`src/rtl/bcd_time_counter_if.sv`:
```
// ---------------------------------------------------------------------------
// bcd_time_counter_if
// Bundles the user controls and the displayed time of the BCD clock.
//   set_mode  : 1 = time-set mode, 0 = run mode
//   inc_min   : one-cycle minute-increment request (set mode only)
//   inc_hour  : one-cycle hour-increment request (set mode only)
//   h_tens .. s_ones : BCD digits of HH:MM:SS, one per seven-segment decoder
//   tick_1hz  : one-cycle pulse on every second boundary in run mode
// master = the side driving the controls, slave = the counter itself.
// ---------------------------------------------------------------------------
interface bcd_time_counter_if;
    logic       set_mode;
    logic       inc_min;
    logic       inc_hour;
    logic [3:0] h_tens;
    logic [3:0] h_ones;
    logic [3:0] m_tens;
    logic [3:0] m_ones;
    logic [3:0] s_tens;
    logic [3:0] s_ones;
    logic       tick_1hz;

    modport master (
        output set_mode, inc_min, inc_hour,
        input  h_tens, h_ones, m_tens, m_ones, s_tens, s_ones, tick_1hz
    );

    modport slave (
        input  set_mode, inc_min, inc_hour,
        output h_tens, h_ones, m_tens, m_ones, s_tens, s_ones, tick_1hz
    );
endinterface

```
`src/rtl/bcd_time_counter.sv`:
```
// ---------------------------------------------------------------------------
// bcd_time_counter
// 24-hour HH:MM:SS clock kept directly in BCD, driven by a prescaler that
// divides clk down to one tick per second.
//   CLK_HZ : clk cycles per second (>= 2)
//   clk    : single clock, rising edge
//   rst_n  : asynchronous assert, active-low reset (time 00:00:00)
//   bus    : bcd_time_counter_if.slave -- set_mode / inc_min / inc_hour in,
//            six BCD digits and tick_1hz out (all outputs registered)
// Set mode freezes the prescaler and the seconds at zero and lets the user
// step minutes and hours independently (no carry between them).
// ---------------------------------------------------------------------------
module bcd_time_counter #(
    parameter int CLK_HZ = 100000000
) (
    input  logic                clk,
    input  logic                rst_n,
    bcd_time_counter_if.slave   bus
);
    localparam int              PW         = (CLK_HZ > 2) ? $clog2(CLK_HZ) : 1;
    localparam logic [PW-1:0]   PRESC_LAST = PW'(CLK_HZ - 1);

    // Each field is a packed BCD pair {tens, ones}.
    logic [PW-1:0] prescaler_reg, prescaler_next;
    logic [7:0]    hours_reg,     hours_next;
    logic [7:0]    minutes_reg,   minutes_next;
    logic [7:0]    seconds_reg,   seconds_next;
    logic          tick_reg,      tick_next;
    logic          second_boundary;

    // BCD 00..59 increment with wrap to 00.
    function automatic logic [7:0] inc_mod60(input logic [7:0] bcd);
        logic [7:0] r;
        r = bcd;
        if (bcd[3:0] >= 4'd9) begin
            r[3:0] = 4'd0;
            r[7:4] = (bcd[7:4] >= 4'd5) ? 4'd0 : bcd[7:4] + 4'd1;
        end else begin
            r[3:0] = bcd[3:0] + 4'd1;
        end
        return r;
    endfunction

    // BCD 00..23 increment with wrap to 00.
    function automatic logic [7:0] inc_mod24(input logic [7:0] bcd);
        logic [7:0] r;
        r = bcd;
        if (bcd[7:4] >= 4'd2 && bcd[3:0] >= 4'd3) begin
            r = 8'h00;
        end else if (bcd[3:0] >= 4'd9) begin
            r[3:0] = 4'd0;
            r[7:4] = bcd[7:4] + 4'd1;
        end else begin
            r[3:0] = bcd[3:0] + 4'd1;
        end
        return r;
    endfunction

    always_comb begin
        prescaler_next  = prescaler_reg;
        hours_next      = hours_reg;
        minutes_next    = minutes_reg;
        seconds_next    = seconds_reg;
        tick_next       = 1'b0;
        second_boundary = (prescaler_reg == PRESC_LAST);

        if (bus.set_mode) begin
            // Set mode takes priority over a coincident second boundary.
            prescaler_next = '0;
            seconds_next   = 8'h00;
            if (bus.inc_min) begin
                minutes_next = inc_mod60(minutes_reg);
            end
            if (bus.inc_hour) begin
                hours_next = inc_mod24(hours_reg);
            end
        end else begin
            prescaler_next = second_boundary ? '0 : prescaler_reg + PW'(1);
            if (second_boundary) begin
                tick_next    = 1'b1;
                seconds_next = inc_mod60(seconds_reg);
                // Full ripple of carries happens in the same update.
                if (seconds_reg == 8'h59) begin
                    minutes_next = inc_mod60(minutes_reg);
                    if (minutes_reg == 8'h59) begin
                        hours_next = inc_mod24(hours_reg);
                    end
                end
            end
        end
    end

    always_ff @(posedge clk or negedge rst_n) begin
        if (!rst_n) begin
            prescaler_reg <= '0;
            hours_reg     <= 8'h00;
            minutes_reg   <= 8'h00;
            seconds_reg   <= 8'h00;
            tick_reg      <= 1'b0;
        end else begin
            prescaler_reg <= prescaler_next;
            hours_reg     <= hours_next;
            minutes_reg   <= minutes_next;
            seconds_reg   <= seconds_next;
            tick_reg      <= tick_next;
        end
    end

    assign bus.h_tens   = hours_reg[7:4];
    assign bus.h_ones   = hours_reg[3:0];
    assign bus.m_tens   = minutes_reg[7:4];
    assign bus.m_ones   = minutes_reg[3:0];
    assign bus.s_tens   = seconds_reg[7:4];
    assign bus.s_ones   = seconds_reg[3:0];
    assign bus.tick_1hz = tick_reg;

endmodule

```
`src/flat_wrapper.sv`:
```
// flat-port wrapper written by rule: the top's interface ports become plain ports
module bcd_time_counter_flat 
#(
    parameter int CLK_HZ = 100000000
)
  (clk, rst_n, bus_set_mode, bus_inc_min, bus_inc_hour, bus_h_tens, bus_h_ones, bus_m_tens, bus_m_ones, bus_s_tens, bus_s_ones, bus_tick_1hz);
  bcd_time_counter_if bus_i ();
  input  logic clk;
  input  logic rst_n;
  input wire logic [$bits(bus_i.set_mode)-1:0] bus_set_mode;
  input wire logic [$bits(bus_i.inc_min)-1:0] bus_inc_min;
  input wire logic [$bits(bus_i.inc_hour)-1:0] bus_inc_hour;
  output wire logic [$bits(bus_i.h_tens)-1:0] bus_h_tens;
  output wire logic [$bits(bus_i.h_ones)-1:0] bus_h_ones;
  output wire logic [$bits(bus_i.m_tens)-1:0] bus_m_tens;
  output wire logic [$bits(bus_i.m_ones)-1:0] bus_m_ones;
  output wire logic [$bits(bus_i.s_tens)-1:0] bus_s_tens;
  output wire logic [$bits(bus_i.s_ones)-1:0] bus_s_ones;
  output wire logic [$bits(bus_i.tick_1hz)-1:0] bus_tick_1hz;
  assign bus_i.set_mode = bus_set_mode;
  assign bus_i.inc_min = bus_inc_min;
  assign bus_i.inc_hour = bus_inc_hour;
  assign bus_h_tens = bus_i.h_tens;
  assign bus_h_ones = bus_i.h_ones;
  assign bus_m_tens = bus_i.m_tens;
  assign bus_m_ones = bus_i.m_ones;
  assign bus_s_tens = bus_i.s_tens;
  assign bus_s_ones = bus_i.s_ones;
  assign bus_tick_1hz = bus_i.tick_1hz;
  bcd_time_counter #(.CLK_HZ(CLK_HZ)) u_core (.clk(clk), .rst_n(rst_n), .bus(bus_i));
endmodule
```
`config.mk`:
```
export PLATFORM = sky130hd
export DESIGN_NAME = bcd_time_counter_flat
export DESIGN_NICKNAME = d
export VERILOG_FILES = /design/src/rtl/bcd_time_counter_if.sv /design/src/rtl/bcd_time_counter.sv /design/src/flat_wrapper.sv
export SDC_FILE = /design/constraint.sdc
export NUM_CORES = 1
export LEC_CHECK = 0
export ABC_AREA = 1
export BUFFER_PORTS_ARGS = -buffer_cell sky130_fd_sc_hd__buf_4
export CAP_MARGIN = 10
export CORE_AREA = 10 10 115 117
export CTS_CLUSTER_DIAMETER = 60
export DETAILED_ROUTE_END_ITERATION = 8
export DIE_AREA = 0 0 125 127
export PLACE_DENSITY = 0.48
export SYNTH_ARGS = -nofsm -noshare
export SYNTH_HDL_FRONTEND = slang
export SYNTH_SLANG_ARGS = --single-unit
```
`constraint.sdc`:
```
create_clock -name clk -period 3.35 [get_ports clk]
set_input_delay 0.335 -clock clk [delete_from_list [all_inputs] [get_ports clk]]
set_output_delay 0.335 -clock clk [all_outputs]
set_load 0.005 [all_outputs]
```
==> impl.org, run 1 <==
** Status
- Run status :: complete, no violations

** Pwr
- The analysis attributes to cell leakage a power of 1.75 nW.
- Of the total power, the share spent switching nets is 34.6%.
- Per report_power, the combinational group accounts for 28.4% of the total.
- In this run the power spent charging and discharging nets is 0.668 mW.
- Sequential fraction of design power :: 43.3%
- For this design the ratio of total power to cell area is 514 nW/um2.
- IR drop worst, VDD :: 0.000274 V
- Internal power :: 1.26 mW
- In this run, the clock network consumes 28.3% of the power.

** Floorplan
- During I/O placement, the number of pins put on the boundary was 30.
- The floorplan has 39 rows.
- The die covers 15900 um2.
- Die Span Y :: 127 um
- In this run the standard cell core region covers 11100 um2.
- The die is 125 um wide.
- Starting density of the core :: 29.1%

** CTS
- Worst-skew pair later-pin latency :: 0.30 ns
- Clock transition at the register clock pins on the worst setup and hold paths after CTS :: 0.08 ns
- H-tree lvl count :: 2
- Clock tree synthesis selected as its root buffer the cell sky130_fd_sc_hd__clkbuf_16.
- The number of clock buffers added by TritonCTS is 5.
- The number of hold buffers added after CTS was 0.
- The longest clock path from root to sink contains 2 buffers.
- Number of setup buffers added after CTS :: 0
- Cts repair resizes :: 0
- TritonCTS built the clock tree.
- Sinks on Clock Net :: 52

** Worst setup path
- Data on the critical path is required at its endpoint by 3.54 ns.
- In this run the critical register-to-register path is launched from u_core.prescaler_reg[0].
- STA classifies the critical path startpoint as a register.
- Critical path endpoint category :: register
- Timing endpoint of the critical path :: u_core.minutes_reg[7]
- In this run the worst path has a maximum fanout of 28.
- Cell depth of the worst flop-to-flop path :: 10
- Setup slack on the worst reg-to-reg path comes out at 1.54 ns.
- CP arrival :: 2.00 ns
- Origin of the worst setup path :: u_core.prescaler_reg[0]
- WS Path Type :: register to register
- Reg2Reg Capture Point :: u_core.minutes_reg[7]

** Finish
- The repair_antennas step left the layout with diodes totalling 0.
- The final layout contains 492 nets.
- For this run, the number of standard cells in the final layout without fillers is 613.
- Of the cells placed in the final design, the portion with a size suffix greater than 1 is 11.9%.
- Counting the fill cells in the layout gives 1235.
- Area grow syn2layout :: 15.9%
- Number of flip-flops under the largest register name :: 27
- Utilization of the core after routing :: 33.7%
- Finished layout cell area :: 3750 um2

** Timing
- Setup repair after global routing left no endpoint under its margin.
- Total count of hold-check failures in the final report :: 0
- Dividing the final minimum period by the clock period gives 54.0%.
- Highest Clock Rate :: 553 MHz
- Setup violations remaining at the end of the flow were counted as 0.
- Total negative slack for setup checks :: 0 ns
- Hold timing on the final database bottoms out at a slack of 0.0870 ns.
- Tightest slew margin relative to the limit :: 53.7%
- The max-slew violation count is 0.
- Final critical path time including I/O delays and setup :: 1.81 ns
- Clock Skew :: 0.00980 ns
- Slew of the pin with the lowest slew margin :: 0.695 ns

** Global routing
- The initial antenna violation count came to 0.
- The first global-routing pass estimated 13400 um of wire.
- Overflow left after global routing :: 0
- Total GRT Usage :: 9.76%
- Entering global routing, the biggest net connects 53 pins.
- The via count of the first global-routing pass was 2836.

** Routing
- Dividing the detail-routed wire length by the instance count gives 12.4 um.
- For this block, the routed nets add up to 7620 um of wire.
- Number of iterations in the first detailed-routing pass :: 4
- In this run, the number of DRC markers left after iteration 0 of detailed routing was 142.
- Final ANT Viol Nets :: 0
- Via/cell ratio :: 4.53
- In the routed design, unresolved DRC markers number 0.
- Via Count :: 2774

** Yosys
- The most common cell in the synthesized netlist is sky130_fd_sc_hd__nand2_1.
- Flip-flop and latch count after synthesis :: 52
- When the netlist entered floorplanning its net count stood at 460.
- Counting flops with a built-in enable in the synthesized netlist gives 0.
- After synthesis, the netlist uses 34 different library cells.
- Area leader, netlist :: sky130_fd_sc_hd__dfrtp_1
- The share of synthesized area in the top cell type comes to 40.2%.
- Most common flop cell mapped by yosys :: sky130_fd_sc_hd__dfrtp_1
- After synthesis the cells add up to 3240 um2.
- Ranked by total cell area, the synthesized netlist is headed by sky130_fd_sc_hd__dfrtp_1 (40%), sky130_fd_sc_hd__nand2_1 (13%), sky130_fd_sc_hd__nor2_1 (8.0%), sky130_fd_sc_hd__ha_1 (7.0%), sky130_fd_sc_hd__inv_1 (6.3%).
- Yosys warnings :: 0
- Cells after Synth :: 437
- For this run, the register share of the synthesized area comes to 40.2%.
- Async SR Flop Fraction :: 100%
- Sorting the synthesized cells by how often they occur yields sky130_fd_sc_hd__nand2_1 (109), sky130_fd_sc_hd__nor2_1 (69), sky130_fd_sc_hd__inv_1 (54).
- Synthesized area divided by synthesized cell count :: 7.41 um2

** Min path
- The path class of the tightest hold or removal check is input port to asynchronous set/reset pin.

** Run
- Max-cap violations :: 0

** Placement
- Summed over all nets, the half-perimeter wirelength after detailed placement is 5690 um.
- Port Buffers :: 29
- Routability-driven placement finished with a final weighted congestion of 0.840.
- The placed instances occupy a cell area of 3600 um2.
- Number of placed cells counting well taps :: 605
## layout make-up
class / instances / area [um2] / area share (%)
Clock inverter: 3 / 28.8 / 0.767
Tap cell: 143 / 179 / 4.77
Clock buffer: 5 / 125 / 3.33
Multi-Input combinational cell: 323 / 1680 / 44.9
Timing Repair Buffer: 29 / 218 / 5.80
Sequential cell: 52 / 1300 / 34.7
Inverter: 58 / 218 / 5.80
## cells by family after synthesis
group / synth area share (%)
adder cells (fa/ha/maj): 6.96
XOR/XNOR: 3.79
flip-flops: 40.2
AO/OA/AOI/OAI: 5.45
AND/OR/NAND/NOR: 35.8
buffers and inverters: 7.80
## placed cells by master (no fill, tap or decap), drive strengths merged, types with 5 or more instances in the layout
master  netlist  routed
nor3         16      16
ha           18      18
a21oi         5       5
nand4        12      12
nand3        28      28
nor2         75      75
dfrtp        52      52
clkbuf        1       5
inv          58      61
buf           3      29
nand2       116     116
xor2         11      11
o21ai        22      22
## stage by stage
step	power, mW	worst slack, ns
CTS	1.98	1.52
global placement	1.41	1.61
global route	2.10	1.35
finish	1.93	1.54
floorplan	1.17	1.81
detailed placement	1.41	1.53
## routing by layer
metal  track usage [%]  vias to the layer above  share of wire (%)
met5                 0                        -                  0
li1                  -                     1447                  -
met4              1.96                        0               0.51
met1              12.1                     1289                 48
met3              2.77                        5                3.9
met2              16.5                       33                 47
## critical path, cell delays in order (launching register included)
cell and delay (ns):
sky130_fd_sc_hd__dfrtp_1 0.40, sky130_fd_sc_hd__ha_1 0.18, sky130_fd_sc_hd__nand2_1 0.10, sky130_fd_sc_hd__nor2_4 0.14, sky130_fd_sc_hd__nand2_2 0.12, sky130_fd_sc_hd__nor2_2 0.13, sky130_fd_sc_hd__nand2_2 0.10, sky130_fd_sc_hd__nand2_8 0.19
sky130_fd_sc_hd__nand3_1 0.17, sky130_fd_sc_hd__nand2_1 0.11, sky130_fd_sc_hd__nand2_1 0.05
## worst min-delay path by stage
stage                     depth (start not counted)  start  slack [ns]                       end
after floorplan                                   0  rst_n        0.04       u_core.bus.tick_1hz
after global placement                            1  rst_n        0.44  u_core.prescaler_reg[23]
after detailed placement                          1  rst_n        0.45  u_core.prescaler_reg[22]
after CTS                                         1  rst_n        0.12  u_core.prescaler_reg[22]
after global routing                              1  rst_n        0.15   u_core.prescaler_reg[2]
final                                             1  rst_n        0.09  u_core.prescaler_reg[15]
## power groups by stage
| stage | logic (mW) | clock network [mW] | registers, mW |
|---|---|---|---|
| floorplan | 0.341 | 0 | 0.829 |
| global placement | 0.555 | 0 | 0.851 |
| detailed placement | 0.563 | 0 | 0.851 |
| CTS | 0.565 | 0.573 | 0.840 |
| global route | 0.647 | 0.596 | 0.859 |
| finish | 0.547 | 0.547 | 0.835 |
No activity file was read; power rests on OpenSTA's default activity.
==> run 2, diff against run 1 <==
PLACE_DENSITY = 0.49   (was 0.48)
clock period = 1.55 ns   (was 3.35 ns; I/O delays follow)
==> run 2 against run 1 <==
Compared with the run above: the flow now finishes with violations (setup timing); clock skew is 0.0031 ns lower; global-route usage grew 0.48 points; count of clock-buffer cells in the layout is 2 higher; design area is 19% higher; highest routed layer unchanged; die area stayed put; fmax is 16% higher; critical path depth did not move; final cell count up 11%; core utilization grew 6.3 points; worst hold slack gained 0.079 ns; critical endpoint is now u_core.seconds_reg[4]; sequential power grew 100%; non-clock buffer count grew 64.
==> impl.org, run 2 (synthesized netlist as in run 1, its figures left out) <==
** Status
- Run status :: finished, violations left
- The final reports fail on setup timing.

** Finish
- The number of nets in the layout was 557 (+13%).
- The core occupancy in the finished layout is 40.1% (+6.3 points).
- Finished layout cell area :: 4460 um2 (+19%)
- Share of cells above drive strength 1 :: 28.6% (+17 points)
- Leaving out fill and tap cells, the most frequent cell in the layout is sky130_fd_sc_hd__nand2_1.
- Number of antenna cells inserted :: 0 (unchanged)
- The area growth from synthesis to layout is 37.7%.
- The layout filler cell count is 1146 (-7.2%).
- The number of flip-flops under the largest register name came to 27 (unchanged).
- In the layout the commonest cells are sky130_fd_sc_hd__nand2_1 (99), sky130_fd_sc_hd__buf_4 (84), sky130_fd_sc_hd__nor2_1 (60), sky130_fd_sc_hd__inv_1 (51), sky130_fd_sc_hd__dfrtp_1 (51).

** Timing
- The smallest setup slack after layout was -0.00619 ns (-1.55 ns).
- Tightest slew margin relative to the limit :: 77.7% (+24 points)
- The worst-case clock skew was 0.00665 ns (-0.00315 ns).
- The max-slew violation count is 0 (unchanged).
- The final clock period utilization by the worst path was 100% (+46 points).
- Final critical path time including I/O delays and setup :: 1.56 ns (-0.252 ns)
- Setup repair after global routing could not meet its margin everywhere.
- Total count of hold-check failures in the final report :: 0 (unchanged)
- The number of setup violations in the final report came to 5 (+5).
- Highest Clock Rate :: 643 MHz (+16%)
- Slew of the pin with the lowest slew margin :: 0.334 ns (-0.360 ns)

** Worst setup path
- The data required time at the worst endpoint is 1.72 ns (-1.82 ns).
- Crit path max fanout :: 8 (-71%)
- Worst path most repeated cell :: sky130_fd_sc_hd__nand2_4
- On the critical path, the stage with the largest delay is an instance of sky130_fd_sc_hd__dfrtp_1.
- The setup path with the least slack is of type register to register.
- The signal on the critical path passes through ha_2 -> nand2_2 -> nor2_4 -> nand2_4 -> nor2_4 -> nand2_4 -> nand2_8 -> nand2_4 -> nand2_1 -> o21ai_0.
- The critical path starts at u_core.prescaler_reg[1].
- Startpoint of the worst-slack reg-to-reg timing path :: u_core.prescaler_reg[1]
- Worst setup slack for register-to-register paths :: -0.006 ns (-1.55 ns)
- The worst setup path is launched from a register.
- The worst setup path is captured at a register.
- The delay of the slowest cell on the worst path is 0.36 ns (-0.04 ns).
- The number of buffers and inverters on the critical path is 0 (unchanged).
- CP arrival :: 1.73 ns (-0.27 ns)
- Cell family with the largest share of critical-path delay :: simple AND/OR/NAND/NOR gates

** Global routing
- The combined global-route utilization of all metal layers came to 10.2% (+0.48 points).
- Antenna violations before repair :: 0 (unchanged)
- Maximum number of pins on one net before global-route repair :: 41 (-23%)
- The via count of the first global-routing pass came to 3113 (+9.8%).
- First-pass GRT wire length :: 14000 um (+4.5%)
- Overflow left after global routing :: 0 (unchanged)

** Routing
- The routed length on met2 is 4190 um (+16%).
- The overall via count from detail_route came to 3079 (+11%).
- Wirelength per Cell :: 12.4 um (-0.49%)
- The sum of routed wire segments on met1 was 3820 um (+4.2%).
- The number of DRC violations after detailed-routing iteration 0 is 143 (+0.70%).
- Routed wire length :: 8390 um (+10%)
- The met3 wire length was 306 um (+2.3%).
- Number of iterations in the first detailed-routing pass :: 4 (unchanged)
- The final routed DRC violation total was 0 (unchanged).
- The ratio of routed vias to standard cells came to 4.54 (+0.35%).
- The count of antenna-violating nets left after detailed routing was 0 (unchanged).
- Top layer used by detailed routing :: met4

** Floorplan
- Starting density of the core :: 29.1% (unchanged)
- The area inside the core boundary was 11100 um2 (unchanged).
- Die Span Y :: 127 um (unchanged)
- Width of the die :: 125 um (unchanged)
- The standard-cell row count is 39 (unchanged).
- The total die area came to 15900 um2 (unchanged).
- Count of pins on the block boundary :: 30 (unchanged)

** Pwr
- The peak supply drop is 0.000663 V (+140%).
- Leak Pwr :: 2.17 nW (+23%)
- The total chip power was 4.51 mW (+130%).
- Power per Cell Area :: 1010 nW/um2 (+97%)

** Placement
- The final weighted congestion of routability-driven global placement is 0.842 (+0.19%).
- The number of buffers added on ports came to 29 (unchanged).
- The area of placed instances is 4000 um2 (+11%).
- The pre-CTS setup slack is -0.119 ns (-1.65 ns).
- HPWL after detailed placement :: 6220 um (+9.3%)

** CTS
- Clock transition at the register clock pins on the worst setup and hold paths after CTS :: 0.07 ns (about the same)
- Worst-skew pair later-pin latency :: 0.29 ns (about the same)
- The number of buffers on the longest clock path came to 2 (unchanged).
- TritonCTS clock tree :: built
- The clock sink count came to 52 (unchanged).
- Clock tree synthesis selected as its root buffer the cell sky130_fd_sc_hd__clkbuf_16.
- The CTS buffer count is 5 (unchanged).
- H-tree lvl count :: 2 (unchanged)

** Min path
- In this run the most critical hold path is launched from bus_set_mode.
- Class of the most critical hold timing path :: input port to register

** Run
- Max-cap violations :: 0 (unchanged)
==> run 2: cell count changes in the layout (fill, tap and decap cells not counted), moves of 6 or more <==
cell	change
sky130_fd_sc_hd__nor2_1	-9
sky130_fd_sc_hd__nand2_1	-10
sky130_fd_sc_hd__buf_6	+6
sky130_fd_sc_hd__nor2_4	+6
sky130_fd_sc_hd__buf_4	+55
sky130_fd_sc_hd__o21ai_0	-7
==> run 2: cell type report <==
cell class,instances,area [um2],share of cell area [%]
multi-input combinational,324,1860,41.8
sequential,52,1300,29.2
tap,143,179,4.01
inverter,58,223,4.99
clock inverter,1,7.51,0.168
clock buffer,7,143,3.20
timing repair buffer,93,743,16.7
==> run 2: report_power, final <==
group          switching [mW]  internal, mW
clock network           0.492         0.645
registers               0.167          1.54
logic                   0.828         0.846
==> run 2: path summary, 6_finish.rpt <==
| check | to | depth (start not counted) |
|---|---|---|
| setup / recovery | u_core.seconds_reg[4] | 10 |
| hold reg to reg | u_core.seconds_reg[4] | 2 |
| min in group asynchronous | u_core.prescaler_reg[20] | 2 |
| setup reg to reg | u_core.seconds_reg[4] | 10 |
| max in group asynchronous | u_core.seconds_reg[0] | 3 |
| hold / removal | u_core.prescaler_reg[25] | 2 |
==> run 2: what timing repair did <==
item,in CTS,in global routing
pin swaps,5,18
gates resized for setup,24,41
hold buffers,1,0
buffers inserted,6,5
endpoints found under the setup margin,40,48
endpoints found under the hold margin,12,0
cloned,1,0
==> run 2: metal layers <==
metal	track usage, %	up-vias
li1	-	1587
met4	2.37	0
met5	0	-
met2	18.4	48
met3	2.40	7
met1	12.1	1437
==> run 2: per-stage QoR <==
step / hold WS [ns] / cells / setup TNS [ns]
final: 0.166 / 678 / -0.0151
after global placement: 0.0284 / 657 / -0.800
after global routing: 0.177 / 678 / -2.17
after CTS: 0.167 / 673 / -0.336
after floorplan: -0.141 / 437 / 0
after detailed placement: 0.0261 / 657 / -2.75
==> run 2: worst reg2reg max path, stage by stage, from the launching register on <==
cell and delay (ns):
sky130_fd_sc_hd__dfrtp_1 0.36, sky130_fd_sc_hd__ha_2 0.20, sky130_fd_sc_hd__nand2_2 0.08, sky130_fd_sc_hd__nor2_4 0.12, sky130_fd_sc_hd__nand2_4 0.09, sky130_fd_sc_hd__nor2_4 0.11
sky130_fd_sc_hd__nand2_4 0.11, sky130_fd_sc_hd__nand2_8 0.16, sky130_fd_sc_hd__nand2_4 0.09, sky130_fd_sc_hd__nand2_1 0.06, sky130_fd_sc_hd__o21ai_0 0.07
==> run 3, diff against run 2 <==
CORE_AREA = 10 10 101 103   (was 10 10 115 117)
DIE_AREA = 0 0 111 113   (was 0 0 125 127)
PLACE_DENSITY = 0.61   (was 0.49)
==> run 3 against run 2 <==
Compared with the run above: the run now ends clean; via count fell by 1.5%; worst hold slack improved by 0.065 ns; first-iteration DRC count decreased by 19%; clock skew about the same; critical endpoint is now u_core.prescaler_reg[7].
==> impl.org, run 3 (synthesized netlist as in run 1, its figures left out) <==
** Timing
- Highest Clock Rate :: 653 MHz (+1.6%)
- Final critical path time including I/O delays and setup :: 1.53 ns (-0.0246 ns)
- The final clock period utilization by the worst path is 98.8% (-1.6 points).
- The post-route worst hold slack is 0.231 ns (+0.0648 ns).
- Tightest slew margin relative to the limit :: 56.5% (-21 points)
- The pin slew with the least headroom to its limit was 0.652 ns (+0.318 ns).
- The final hold violation count was 0 (unchanged).
- The max-slew violation count came to 0 (unchanged).
- The worst-case clock skew is 0.00633 ns (-0.000319 ns).
- Final setup viols :: 0 (-5)
- RSZ-0062 raised after global routing :: yes

** Min path
- In this run the worst hold path is classified as input port to register.

** Placement
- HPWL after detailed placement :: 5810 um (-6.5%)
- Port Buffers :: 29 (unchanged)
- The final weighted congestion of routability-driven global placement was 0.860 (+2.2%).

** Global routing
- Total GRT Usage :: 12.4% (+2.2 points)
- The initial antenna violation count is 0 (unchanged).
- First-pass GRT wire length :: 13500 um (-3.8%)
- The residual overflow from global routing is 0 (unchanged).
- The via count of the first global-routing pass is 3036 (-2.5%).
- The pin count of the biggest net entering global routing is 53 (+29%).

** Routing
- Final ANT Viol Nets :: 0 (unchanged)
- The number of DRC violations after detailed-routing iteration 0 is 116 (-19%).
- DRC violation count after routing :: 0 (unchanged)
- The ratio of routed vias to standard cells is 4.79 (+5.4%).
- Via Count :: 3034 (-1.5%)
- Wirelength per Cell :: 12.4 um (+0.26%)
- Number of iterations in the first detailed-routing pass :: 4 (unchanged)
- The routed wire length is 7860 um (-6.2%).

** CTS
- Number of buffers on the longest clock path :: 2 (unchanged)
- Sinks on Clock Net :: 52 (unchanged)
- TritonCTS clock tree :: built
- H-tree lvl count :: 2 (unchanged)
- The tree is rooted in a sky130_fd_sc_hd__clkbuf_8.
- The clock network latency to the later pin of the worst-skew pair came to 0.31 ns (+0.02 ns).
- Clock transition at the register clock pins on the worst setup and hold paths after CTS :: 0.09 ns (+0.02 ns)
- The CTS buffer count is 5 (unchanged).

** Floorplan
- The die width came to 111 um (-11%).
- The starting density of the core is 39.8% (+11 points).
- The floorplan die height is 113 um (-11%).
- Area of the core region :: 8130 um2 (-27%)
- The boundary pin count came to 30 (unchanged).
- The standard-cell row count came to 33 (-15%).
- The total die area is 12500 um2 (-21%).

** Pwr
- Share of power burned in the clock network :: 19.0% (-6.2 points)
- The sequential cell fraction of total power is 40.7% (+3.0 points).
- The internal power of the cells came to 2.76 mW (-8.7%).
- The net switching component of the power is 1.47 mW (-0.93%).
- IR drop worst, VDD :: 0.000674 V (+1.7%)
- Leak Pwr :: 2.07 nW (-4.6%)
- The proportion of total power due to net switching was 34.8% (+1.8 points).
- The relative contribution of combinational cells to total power was 40.3% (+3.2 points).
- The power density of the placed cells came to 1000 nW/um2 (-1.2%).

** Worst setup path
- Critical path endpoint category :: register
- Required @ worst endpoint :: 1.74 ns (+0.02 ns)
- Crit path max fanout :: 8 (unchanged)
- The worst setup path is launched from a register.
- The critical path goes through ha_2 -> nand2_2 -> nor2_4 -> nand2_4 -> nor2_4 -> nand2_4 -> nand2_8 -> buf_8 -> buf_6 -> nor3_2.
- Slowest CP cell :: sky130_fd_sc_hd__dfrtp_1
- WS Path Type :: register to register
- CP arrival :: 1.72 ns (about the same)
- Highest cell delay on the worst timing path :: 0.36 ns (about the same)

** Finish
- Most frequent cells in the layout :: sky130_fd_sc_hd__nand2_1 (105), sky130_fd_sc_hd__buf_4 (85), sky130_fd_sc_hd__nor2_1 (62), sky130_fd_sc_hd__inv_1 (52), sky130_fd_sc_hd__dfrtp_1 (50)
- Area grow syn2layout :: 30.8%
- The number of nets in the layout came to 551 (-1.1%).
- The core occupancy in the finished layout was 52.1% (+12 points).
- The library cell used most frequently in the layout, excluding fill and tap cells, is sky130_fd_sc_hd__nand2_1.
- Number of antenna cells inserted :: 0 (unchanged)
- Share of cells above drive strength 1 :: 26.5% (-2.1 points)
- The combined flip-flop and latch cell area was 1300 um2 (about the same).
- Number of flip-flops under the largest register name :: 27 (unchanged)
- Multi-input gate area in the final layout :: 1810 um2 (-2.6%)
- The layout filler cell count was 797 (-30%).

** Status
- The run finished with clean final reports.

** Run
- Max-cap violations :: 0 (unchanged)
-- run 3: final cells by class --
type / count / share of cell area, %
multi-input cells: 323 / 42.8
flip-flops and latches: 52 / 30.8
repair buffers: 88 / 15.9
inverters: 58 / 5.26
well taps: 105 / 3.10
clock buffers: 8 / 2.13
-- run 3: per-stage QoR --
stage               instance area, um2  worst slack (ns)  power, mW  cells  setup TNS (ns)
floorplan                         3240           0.00867       2.53    437               0
global placement                  3890            -0.103       3.31    612          -0.884
detailed placement                3890            -0.148       3.34    612           -2.16
CTS                               4070           -0.0474       4.19    625          -0.655
global route                      4240           -0.0767       4.61    634           -2.05
finish                            4240            0.0184       4.24    634               0
-- run 3: worst max-delay path: cells and delay by family, from the launching register on --
family / cells / cell delay [ns]
buffers and inverters: 2 / 0.27
DFF: 1 / 0.36
and+or+nand+nor: 7 / 0.60
adders and majority gates: 1 / 0.19
-- run 3: worst paths after layout --
check / startpoint / end / slack [ns] / cells past startpoint
worst min-delay path: bus_set_mode / u_core.prescaler_reg[9] / 0.23 / 3
worst max register to register: u_core.prescaler_reg[0] / u_core.prescaler_reg[7] / 0.02 / 10
worst max-delay path: u_core.prescaler_reg[0] / u_core.prescaler_reg[7] / 0.02 / 10
max in group asynchronous: rst_n / u_core.hours_reg[0] / 0.66 / 2
min in group asynchronous: rst_n / u_core.prescaler_reg[19] / 0.41 / 2
worst min register to register: u_core.prescaler_reg[0] / u_core.prescaler_reg[0] / 0.56 / 2
-- run 3: layer usage --
layer / global-route usage [%] / part of all wire [%]
met5: 0 / 0
met4: 3.30 / 0.97
met3: 3.54 / 4.9
met2: 21.1 / 48
met1: 15.1 / 46
-- run 3: power by group through the flow --
stage | sequential, mW | clock [mW] | combinational (mW)
after floorplan | 1.79 | 0 | 0.738
after global placement | 1.73 | 0 | 1.58
after detailed placement | 1.73 | 0 | 1.62
after CTS | 1.71 | 0.837 | 1.64
after global routing | 1.76 | 0.893 | 1.96
final | 1.72 | 0.804 | 1.71
-- run 3: repair_timing --
item                                   CTS  global route
setup endpoints to repair               36            45
hold buffers                             1             0
endpoints found under the hold margin   52             0
pin swaps                                7             8
setup buffers                            4             9
resized for setup                       16            29
